--- config.mk ---
export PLATFORM = sky130hd
export DESIGN_NAME = alu_pipe
export DESIGN_NICKNAME = d
export VERILOG_FILES = /design/src/rtl/alu_pipe_pkg.sv /design/src/rtl/alu_pipe_mul.sv /design/src/rtl/alu_pipe.sv
export SDC_FILE = /design/constraint.sdc
export NUM_CORES = 1
export LEC_CHECK = 0
export CORE_MARGIN = 5
export CORE_UTILIZATION = 55
export DETAILED_ROUTE_END_ITERATION = 7
export PLACE_DENSITY = 0.76
export SETUP_SLACK_MARGIN = 0.4
export SYNTH_ARGS = -nofsm -noshare
export SYNTH_HDL_FRONTEND = slang
export SYNTH_HIERARCHICAL = 1
export SYNTH_SLANG_ARGS = --single-unit
--- constraint.sdc ---
create_clock -name clk -period 2.36 [get_ports clk]
set_input_delay 0.472 -clock clk [delete_from_list [all_inputs] [get_ports clk]]
set_output_delay 0.472 -clock clk [all_outputs]
set_load 0.01 [all_outputs]
--- src/rtl/alu_pipe_pkg.sv ---
`default_nettype none
// ============================================================================
//  Module      : alu_pipe_pkg
//  Description : Shared mode encodings, flag bit positions, FSM state type and
//                a small overflow helper for the alu_pipe block.
//  Revision    : 1.0  initial release
// ============================================================================
package alu_pipe_pkg;

    // Operation select encodings
    localparam logic [3:0] MODE_ADD   = 4'b0000;
    localparam logic [3:0] MODE_SUB   = 4'b0001;
    localparam logic [3:0] MODE_AND   = 4'b0010;
    localparam logic [3:0] MODE_OR    = 4'b0011;
    localparam logic [3:0] MODE_XOR   = 4'b0100;
    localparam logic [3:0] MODE_NOT   = 4'b0101;
    localparam logic [3:0] MODE_SLL   = 4'b0110;
    localparam logic [3:0] MODE_SLL2  = 4'b0111;
    localparam logic [3:0] MODE_SRA   = 4'b1000;
    localparam logic [3:0] MODE_SRL   = 4'b1001;
    localparam logic [3:0] MODE_ADDSH = 4'b1010;
    localparam logic [3:0] MODE_MUL   = 4'b1011;
    localparam logic [3:0] MODE_SLT   = 4'b1100;
    localparam logic [3:0] MODE_SLTU  = 4'b1101;

    // Bit positions inside the 5-bit flags word {ILL, V, C, N, Z}
    localparam int FLAG_Z   = 0;
    localparam int FLAG_N   = 1;
    localparam int FLAG_C   = 2;
    localparam int FLAG_V   = 3;
    localparam int FLAG_ILL = 4;
    localparam int FLAG_W   = 5;

    // Control FSM states
    typedef enum logic [1:0] {
        ST_IDLE = 2'd0,
        ST_HOLD = 2'd1,
        ST_MUL  = 2'd2
    } state_t;

    // Two's complement overflow of an addition given the operand and sum signs
    function automatic logic add_overflow(input logic sign_a,
                                          input logic sign_b,
                                          input logic sign_r);
        return (sign_a == sign_b) && (sign_r != sign_a);
    endfunction

endpackage
`default_nettype wire

--- src/rtl/alu_pipe_mul.sv ---
`default_nettype none
// ============================================================================
//  Module      : alu_pipe_mul
//  Description : Iterative shift-add multiplier, one partial product per
//                cycle, WIDTH iterations. done is asserted during the final
//                iteration and product already includes that iteration.
//  Revision    : 1.0  initial release
// ============================================================================
module alu_pipe_mul #(
    parameter int WIDTH = 32
) (
    input  logic             clk,
    input  logic             rst,
    input  logic             start,
    input  logic [WIDTH-1:0] a,
    input  logic [WIDTH-1:0] b,
    output logic             busy,
    output logic             done,
    output logic [WIDTH-1:0] product
);

    localparam int CW = $clog2(WIDTH + 1);

    logic [WIDTH-1:0] multiplicand;
    logic [WIDTH-1:0] multiplier;
    logic [WIDTH-1:0] acc;
    logic [CW-1:0]    count;
    logic [WIDTH-1:0] acc_next;

    // Partial-product accumulate for the current iteration
    always_comb begin
        acc_next = acc;
        if (multiplier[0]) begin
            acc_next = acc + multiplicand;
        end
    end

    assign busy    = (count != '0);
    assign done    = (count == CW'(1));
    assign product = acc_next;

    // Operand load on start, then shift/accumulate until count drains
    always_ff @(posedge clk or posedge rst) begin
        if (rst) begin
            multiplicand <= '0;
            multiplier   <= '0;
            acc          <= '0;
            count        <= '0;
        end else if (start) begin
            multiplicand <= a;
            multiplier   <= b;
            acc          <= '0;
            count        <= CW'(WIDTH);
        end else if (busy) begin
            multiplicand <= multiplicand << 1;
            multiplier   <= multiplier >> 1;
            acc          <= acc_next;
            count        <= count - CW'(1);
        end
    end

endmodule
`default_nettype wire

--- src/rtl/alu_pipe.sv ---
`default_nettype none
// ============================================================================
//  Module      : alu_pipe
//  Description : Registered ALU with valid/ready on input and output. Single
//                cycle ops are computed combinationally and captured on the
//                accept edge; multiply runs in alu_pipe_mul for WIDTH cycles.
//                Build macro ALU_PIPE_MUL_EN enables the multiplier; without
//                it mode 1011 is reported as illegal.
//  Revision    : 1.0  initial release
// ============================================================================
module alu_pipe
    import alu_pipe_pkg::*;
#(
    parameter int WIDTH = 32,
    parameter int SHW   = $clog2(WIDTH)
) (
    input  logic              clk,
    input  logic              rst,
    input  logic              in_valid,
    output logic              in_ready,
    input  logic [WIDTH-1:0]  op_a,
    input  logic [WIDTH-1:0]  op_b,
    input  logic [3:0]        mode,
    output logic              out_valid,
    input  logic              out_ready,
    output logic [WIDTH-1:0]  result,
    output logic [FLAG_W-1:0] flags
);

    state_t state;
    state_t state_next;

    logic              accept;
    logic              is_mul;
    logic              mul_done;
    logic              mul_busy;
    logic [WIDTH-1:0]  mul_product;
    logic [FLAG_W-1:0] mul_flags;

    logic [WIDTH:0]    add_sum;
    logic [WIDTH:0]    sub_diff;
    logic [WIDTH:0]    addsh_sum;
    logic [WIDTH-1:0]  b_sh2;
    logic [SHW-1:0]    shamt;

    logic [WIDTH-1:0]  alu_res;
    logic              alu_c;
    logic              alu_v;
    logic              alu_ill;
    logic [FLAG_W-1:0] alu_flags;

    assign accept = in_valid && in_ready;

`ifdef ALU_PIPE_MUL_EN
    assign is_mul = (mode == MODE_MUL);

    alu_pipe_mul #(
        .WIDTH (WIDTH)
    ) u_mul (
        .clk     (clk),
        .rst     (rst),
        .start   (accept && is_mul),
        .a       (op_a),
        .b       (op_b),
        .busy    (mul_busy),
        .done    (mul_done),
        .product (mul_product)
    );
`else
    assign is_mul      = 1'b0;
    assign mul_busy    = 1'b0;
    assign mul_done    = 1'b0;
    assign mul_product = '0;
`endif

    // Multiply result only ever reports Z and N
    always_comb begin
        mul_flags         = '0;
        mul_flags[FLAG_Z] = (mul_product == '0);
        mul_flags[FLAG_N] = mul_product[WIDTH-1];
    end

    // Shared adders: subtract is a + ~b + 1 so the carry-out means "no borrow"
    assign b_sh2     = {op_b[WIDTH-3:0], 2'b00};
    assign shamt     = op_b[SHW-1:0];
    assign add_sum   = {1'b0, op_a} + {1'b0, op_b};
    assign sub_diff  = {1'b0, op_a} + {1'b0, ~op_b} + {{WIDTH{1'b0}}, 1'b1};
    assign addsh_sum = {1'b0, op_a} + {1'b0, b_sh2};

    // Single-cycle operation select with carry/overflow
    always_comb begin
        alu_res = '0;
        alu_c   = 1'b0;
        alu_v   = 1'b0;
        alu_ill = 1'b0;
        case (mode)
            MODE_ADD: begin
                alu_res = add_sum[WIDTH-1:0];
                alu_c   = add_sum[WIDTH];
                alu_v   = add_overflow(op_a[WIDTH-1], op_b[WIDTH-1], add_sum[WIDTH-1]);
            end
            MODE_SUB: begin
                alu_res = sub_diff[WIDTH-1:0];
                alu_c   = sub_diff[WIDTH];
                alu_v   = add_overflow(op_a[WIDTH-1], ~op_b[WIDTH-1], sub_diff[WIDTH-1]);
            end
            MODE_AND:  alu_res = op_a & op_b;
            MODE_OR:   alu_res = op_a | op_b;
            MODE_XOR:  alu_res = op_a ^ op_b;
            MODE_NOT:  alu_res = ~op_a;
            MODE_SLL,
            MODE_SLL2: alu_res = op_a << shamt;
            MODE_SRA:  alu_res = $unsigned($signed(op_a) >>> shamt);
            MODE_SRL:  alu_res = op_a >> shamt;
            MODE_ADDSH: begin
                alu_res = addsh_sum[WIDTH-1:0];
                alu_c   = addsh_sum[WIDTH];
                alu_v   = add_overflow(op_a[WIDTH-1], b_sh2[WIDTH-1], addsh_sum[WIDTH-1]);
            end
`ifdef ALU_PIPE_MUL_EN
            // Result comes from the multiplier engine, not this path
            MODE_MUL:  alu_res = '0;
`endif
            MODE_SLT:  alu_res = {{(WIDTH-1){1'b0}}, ($signed(op_a) < $signed(op_b))};
            MODE_SLTU: alu_res = {{(WIDTH-1){1'b0}}, (op_a < op_b)};
            default:   alu_ill = 1'b1;
        endcase
    end

    // Flag assembly; an illegal op reports only ILL
    always_comb begin
        alu_flags           = '0;
        alu_flags[FLAG_ILL] = alu_ill;
        if (!alu_ill) begin
            alu_flags[FLAG_Z] = (alu_res == '0);
            alu_flags[FLAG_N] = alu_res[WIDTH-1];
            alu_flags[FLAG_C] = alu_c;
            alu_flags[FLAG_V] = alu_v;
        end
    end

    // Handshake outputs decoded from state (never from in_valid)
    always_comb begin
        in_ready  = 1'b0;
        out_valid = 1'b0;
        case (state)
            ST_IDLE: in_ready = 1'b1;
            ST_HOLD: begin
                in_ready  = out_ready;
                out_valid = 1'b1;
            end
            default: in_ready = 1'b0;
        endcase
    end

    // Next-state: accept wins over drain in HOLD, giving back-to-back issue
    always_comb begin
        state_next = state;
        case (state)
            ST_IDLE, ST_HOLD: begin
                if (accept) begin
                    state_next = is_mul ? ST_MUL : ST_HOLD;
                end else if ((state == ST_HOLD) && out_ready) begin
                    state_next = ST_IDLE;
                end
            end
            ST_MUL: begin
                if (mul_done) begin
                    state_next = ST_HOLD;
                end else if (!mul_busy) begin
                    state_next = ST_IDLE;
                end
            end
            default: state_next = ST_IDLE;
        endcase
    end

    // State register
    always_ff @(posedge clk or posedge rst) begin
        if (rst) begin
            state <= ST_IDLE;
        end else begin
            state <= state_next;
        end
    end

    // Output register: loaded on single-cycle accept or multiply completion
    always_ff @(posedge clk or posedge rst) begin
        if (rst) begin
            result <= '0;
            flags  <= '0;
        end else if (accept && !is_mul) begin
            result <= alu_res;
            flags  <= alu_flags;
        end else if ((state == ST_MUL) && mul_done) begin
            result <= mul_product;
            flags  <= mul_flags;
        end
    end

endmodule
`default_nettype wire

==> results of run 1 <==
-- per-stage QoR --
| step | hold slack [ns] | area (um^2) | util | setup TNS [ns] | setup WS, ns |
|---|---|---|---|---|---|
| after floorplan | 0.516 | 14000 | - | -29.49 | -1.77 |
| after global placement | 0.466 | 20100 | 0.823 | -53.84 | -2.20 |
| after detailed placement | 0.478 | 20100 | 0.823 | -58.61 | -2.40 |
| after CTS | 0.492 | 23200 | 0.951 | -26.70 | -1.36 |
-- timing repair --
action,CTS
setup buffers,128
pin swaps,148
gates cloned,2
endpoints found under the setup margin,38
gates resized for setup,599
-- layer usage --
metal | global-route usage | GRT overflow
met1 | 0.867 | 80
met2 | 1.11 | 986
met3 | 0.810 | 84
met4 | 1.01 | 381
met5 | 0.598 | 13
-- cell usage after synthesis (all sizes together) (17+ instances only) --
| cell type | instances |
|---|---|
| a211oi | 31 |
| a21o | 22 |
| a21oi | 162 |
| a221oi | 25 |
| a31oi | 31 |
| and2 | 17 |
| buf | 59 |
| clkbuf | 104 |
| dfrtp | 38 |
| ha | 134 |
| inv | 101 |
| mux2 | 40 |
| mux2i | 66 |
| mux4 | 48 |
| nand2 | 171 |
| nand2b | 22 |
| nand3 | 41 |
| nand4 | 23 |
| nor2 | 181 |
| nor2b | 17 |
| nor3 | 34 |
| nor4 | 25 |
| o211ai | 31 |
| o21ai | 111 |
| o21bai | 17 |
| o221ai | 23 |
| o22ai | 23 |
| o31ai | 21 |
| xnor2 | 21 |
-- cells by family after synthesis --
logic type               count (synthesis)  share of synthesized area
AND/OR/NAND/NOR                        613                      0.222
flip-flops                              38                     0.0695
buffers and inverters                  266                     0.0814
XOR/XNOR                                34                     0.0218
multiplexers                           154                      0.160
AO/OA/AOI/OAI                          639                      0.318
adder cells (fa/ha/maj)                137                      0.127
==> reports/qor.log, run 1 <==
[grt] overall overflow remaining after global route 1544
[synthesis] EDFF count, synth 0
[clocking] cts hold-fix bufs 0
[outcome] error message [ERROR GRT-0116] Global routing finished with congestion. Check the congestion regions in the DRC Viewer.
[synthesis] YS warnings 6
[placement] number of input and output port buffers inserted 110
[outcome] stage at which the flow ended global routing (5_1_grt)
[synthesis] top cells by area, synth ha_1, mux4_2, dfrtp_1
[floorplan] I/O pin count 111
[synthesis] mean instance size in the synthesized netlist 7.28 um^2
[synthesis] count of unique library cells instantiated by Yosys 98
[synthesis] post-synthesis register bit count 38
[clocking] CTS Root Cell clkbuf_16
[synthesis] Post-Synthesis Cell Area 0.0137 mm^2
[placement] dpl hpwl 60200 um
[grt] all-layer global routing usage 0.937
[placement] final estimated routing congestion in global placement 1.38
[grt] number of global-route vias before repair 30300
[synthesis] share of the synthesized area in the top cell type 0.122
[outcome] outcome aborted with a tool error
[grt] pin count of the biggest net entering global routing 47
[synthesis] synthesized netlist net count 2090
[synthesis] async set-or-reset flop fraction in the synthesized netlist 1.00
[synthesis] largest area contributor in the netlist ha_1
[clocking] Num Clock Sinks 38
[floorplan] DIE WIDTH 168 um
[clocking] maximum clock insertion buffer count 2
[grt] global-route wire length before repair 206000 um
[placement] placed cell count 2853
[floorplan] starting utilization of the core area 0.561
[clocking] number of buffers created by CTS 5
[floorplan] number of rows created at floorplan 57
[clocking] number of levels the H-tree was split into 2
[synthesis] main flop type after synthesis dfrtp_1
[floorplan] height of the die 168 um
[synthesis] Synth Instances 1881
[synthesis] part of the Yosys area used for sequential elements 0.0695
==> run 2: changes to the inputs <==
--- a/config.mk
+++ b/config.mk
@@ -6,10 +6,9 @@
 export NUM_CORES = 1
 export LEC_CHECK = 0
 export CORE_MARGIN = 5
-export CORE_UTILIZATION = 55
+export CORE_UTILIZATION = 40
 export DETAILED_ROUTE_END_ITERATION = 7
-export PLACE_DENSITY = 0.76
-export SETUP_SLACK_MARGIN = 0.4
+export PLACE_DENSITY_LB_ADDON = 0.15
 export SYNTH_ARGS = -nofsm -noshare
 export SYNTH_HDL_FRONTEND = slang
 export SYNTH_HIERARCHICAL = 1
==> run 2 against run 1 <==
Net effect:
- the flow now finishes, with violations (negative setup slack)
- synthesized cell count is the same
- area after synthesis is the same
==> reports/qor.log, run 2 <==
[outcome] outcome finished with violations
[outcome] violations in the final reports negative setup slack
[synthesis] share of synthesized cell area in full adder, half adder and majority cells 0.127
[synthesis] top cells by area, synth ha_1, mux4_2, dfrtp_1
[clocking] number of buffers created by CTS 5
[drt] Routed wire per std cell 28.2 um
[clocking] cts hold-fix bufs 0
[grt] global-route wire length before repair 131000 um
[placement] number of input and output port buffers inserted 110
[drt] Final Routed Wirelength 90500 um
[synthesis] dominant combinational cell family by area after synthesis compound AO/OA/AOI/OAI gates
[synthesis] most frequent cells after synthesis nor2_1, nand2_1, a21oi_1, ha_1, clkbuf_1
[sta] number of failing hold endpoints at the final stage 0
[cells_and_area] area grow syn2layout 81.4%
[cells_and_area] largest register by flop count result
[power] total power per unit cell area 336 mW/mm^2
[clocking] number of levels the H-tree was split into 2
[sta] Hold WS 0.484 ns
[floorplan] die area 0.0380 mm^2
[cells_and_area] Layout Cell Area excl Fill 0.0248 mm^2
[drt] routed via count 21000
[synthesis] EDFF count, synth 0
[synthesis] most frequent cell after synthesis nor2_1
[drt] TritonRoute pass-1 iters 8
[floorplan] I/O pin count 111
[sta] post-route minimum period 3.94 ns
[floorplan] starting utilization of the core area 0.406
[synthesis] part of the Yosys area used for sequential elements 0.0695
[synthesis] Post-Synth Simple-Gate Area 0.222
[cells_and_area] fraction of layout instances using a drive strength above 1 0.519
[synthesis] synthesized netlist net count 2090
[placement] final estimated routing congestion in global placement 1.14
[synthesis] multiplexer share of the synthesized area 0.160
[grt] number of global-route vias before repair 20900
[synthesis] post-synthesis compound-gate area fraction 0.318
[critical_path] worst endpoint data arrival time 4.11 ns
[synthesis] share of the synthesized area in the top cell type 0.122
[sta] final setup margin -1.58 ns
[sta] total count of max-transition violations in the final report 0
[synthesis] mean instance size in the synthesized netlist 7.28 um^2
[critical_path] cell count of the worst reg-to-reg path 10
[critical_path] worst-path fanout max 3
[cells_and_area] number of flip-flops in the largest register 32
[floorplan] number of rows created at floorplan 67
[synthesis] parity-gate share of the synthesized area counting xor and xnor cells 0.0218
[synthesis] async set-or-reset flop fraction in the synthesized netlist 1.00
[clocking] Num Clock Sinks 38
[power] sum of internal, switching and leakage power 8.34 mW
[synthesis] largest area contributor in the netlist ha_1
[sta] Relative slew margins 0.549
[sta] Worst-Margin Slew 0.676 ns
[cells_and_area] Regs by FF count result: 32 flops, flags: 5 flops, state: 1 flops
[critical_path] end of the worst register-to-register path flags[0]$_DFFE_PP0P_
[cells_and_area] leading cell type in the layout, fill and taps excluded buf_4
[floorplan] height of the die 195 um
[grt] overall overflow remaining after global route 0
[hold_path] Hold Path Origin result[14]$_DFFE_PP0P_
[critical_path] Worst EP required 2.54 ns
[critical_path] CP Capture Type flip-flop
[drt] # DRC 0
[sta] final number of setup-violating endpoints 36
[synthesis] Post-Synthesis Cell Area 0.0137 mm^2
[synthesis] Synth Instances 1881
[clocking] clock insertion delay at the later pin of the skew report 0.28 ns
[critical_path] internal reg-to-reg setup slack -0.40 ns
[drt] vias per inst 6.53
[hold_path] class of the tightest hold or removal check reg -> reg
[run] # Max-Cap Violations 0
[critical_path] kind of critical path in -> reg
[hold_path] endpoint with the worst hold slack result[14]$_DFFE_PP0P_
[grt] pin count of the biggest net entering global routing 47
[synthesis] YS warnings 6
[grt] number of antenna violations at the first check in global routing 1
[floorplan] core footprint 0.0337 mm^2
[hold_path] worst hold path depth 2
[floorplan] DIE WIDTH 195 um
[synthesis] post-synthesis register bit count 38
[synthesis] main flop type after synthesis dfrtp_1
[drt] remaining antenna violation count 0
[critical_path] CP startpoint kind input port
[placement] dpl hpwl 70200 um
[sta] Max Clk Rate 0.254 GHz
[sta] setup TNS -30.63 ns
[placement] area after detailed placement 0.0210 mm^2
[synthesis] count of unique library cells instantiated by Yosys 98
[sta] part of the cycle the worst path needs 1.67
[cells_and_area] # nets final 2973
[critical_path] launching point of the worst reg2reg path state[0]$_DFFE_PP0P_
[power] IR drop worst, VDD 0.313 mV
[clocking] maximum clock insertion buffer count 2
[sta] RSZ-0062 raised after global routing true
[grt] all-layer global routing usage 0.445
[clocking] clock tree from TritonCTS done
[cells_and_area] commonest cells after routing, fill and taps aside buf_4, nor2_1, nand2_1
[clocking] clock-pin slew reported for the worst setup and hold paths after clock tree synthesis 0.06 ns
[sta] skew final 0.00304 ns
[clocking] CTS Root Cell clkbuf_16
[power] leakage component of the power 11.2 nW
[drt] DRC violation total after the first TritonRoute iteration 2695
-- run 2: cell counts after synthesis --
Identical to the previous run, type by type.
-- run 2: critical path: stages --
cell     delay [ns]
buf_12         0.11
buf_12         0.12
ha_4           0.15
fa_2           0.39
a21o_1         0.20
a221o_1        0.34
nand4_1        0.26
nand2_2        0.10
a41o_1         0.23
a211o_1        0.32
a32o_2         0.35
buf_6          0.15
o21a_1         0.16
o21ai_1        0.13
a21oi_1        0.09
a211o_1        0.33
a22o_1         0.21
-- run 2: layout make-up --
type	instances	area [um^2]
timing repair buffer	1039	8690
fill	2534	8860
inverter	103	440
antenna	1	2.50
multi-input combinational	1577	14100
clock inverter	2	10.0
clock buffer	5	125
tap	448	561
sequential	38	951
-- run 2: through the flow --
stage,std cells,worst slack [ns],util
finish,3213,-1.58,0.737
floorplan,1881,-1.77,-
CTS,3180,-1.54,0.711
detailed placement,3070,-2.57,0.622
global placement,3070,-2.60,0.621
global route,3212,-1.63,0.737
-- run 2: what timing repair did --
item                                    in CTS  in global routing
endpoints found under the hold margin        0                  0
gates resized for setup                    578                183
setup buffers                              111                 41
endpoints found under the setup margin      36                 36
pin swaps                                  178                103
cloned                                       1                  0
-- run 2: how the worst max path moves through the flow --
stage | startpoint | end | slack [ns] | cells past startpoint
finish | op_b[0] | flags[2]$_DFFE_PP0P_ | -1.58 | 17
global route | op_b[0] | flags[2]$_DFFE_PP0P_ | -1.63 | 17
CTS | op_b[0] | flags[2]$_DFFE_PP0P_ | -1.54 | 17
detailed placement | op_a[2] | flags[0]$_DFFE_PP0P_ | -2.57 | 14
global placement | op_a[2] | flags[0]$_DFFE_PP0P_ | -2.60 | 14
floorplan | op_b[3] | flags[0]$_DFFE_PP0P_ | -1.77 | 20
-- run 2: routing by layer --
metal / part of all wire / track usage / routed length [um]
met1: 0.36 / 0.539 / 32800
met2: 0.43 / 0.689 / 38900
met3: 0.11 / 0.111 / 10200
met4: 0.095 / 0.315 / 8580
met5: 0.00014 / 0 / 13
-- run 2: power breakdown --
part           internal, mW  switching (mW)  leakage, nW  total, mW
clock                 0.382           0.271       0.0694      0.653
combinational          3.34            3.50         10.6       6.84
sequential            0.773          0.0760        0.486      0.849
-- run 2: kinds of logic (layout without fill, tap and decap cells) --
| group | after synthesis | count (layout) |
|---|---|---|
| compound gates | 639 | 639 |
| mux | 154 | 154 |
| flops | 38 | 38 |
| fa+ha+maj | 137 | 137 |
| simple gates | 613 | 613 |
| xor+xnor | 34 | 34 |
| other cells | 0 | 1 |
| buf+inv | 266 | 1149 |
Power figures use the tool's default switching activity.
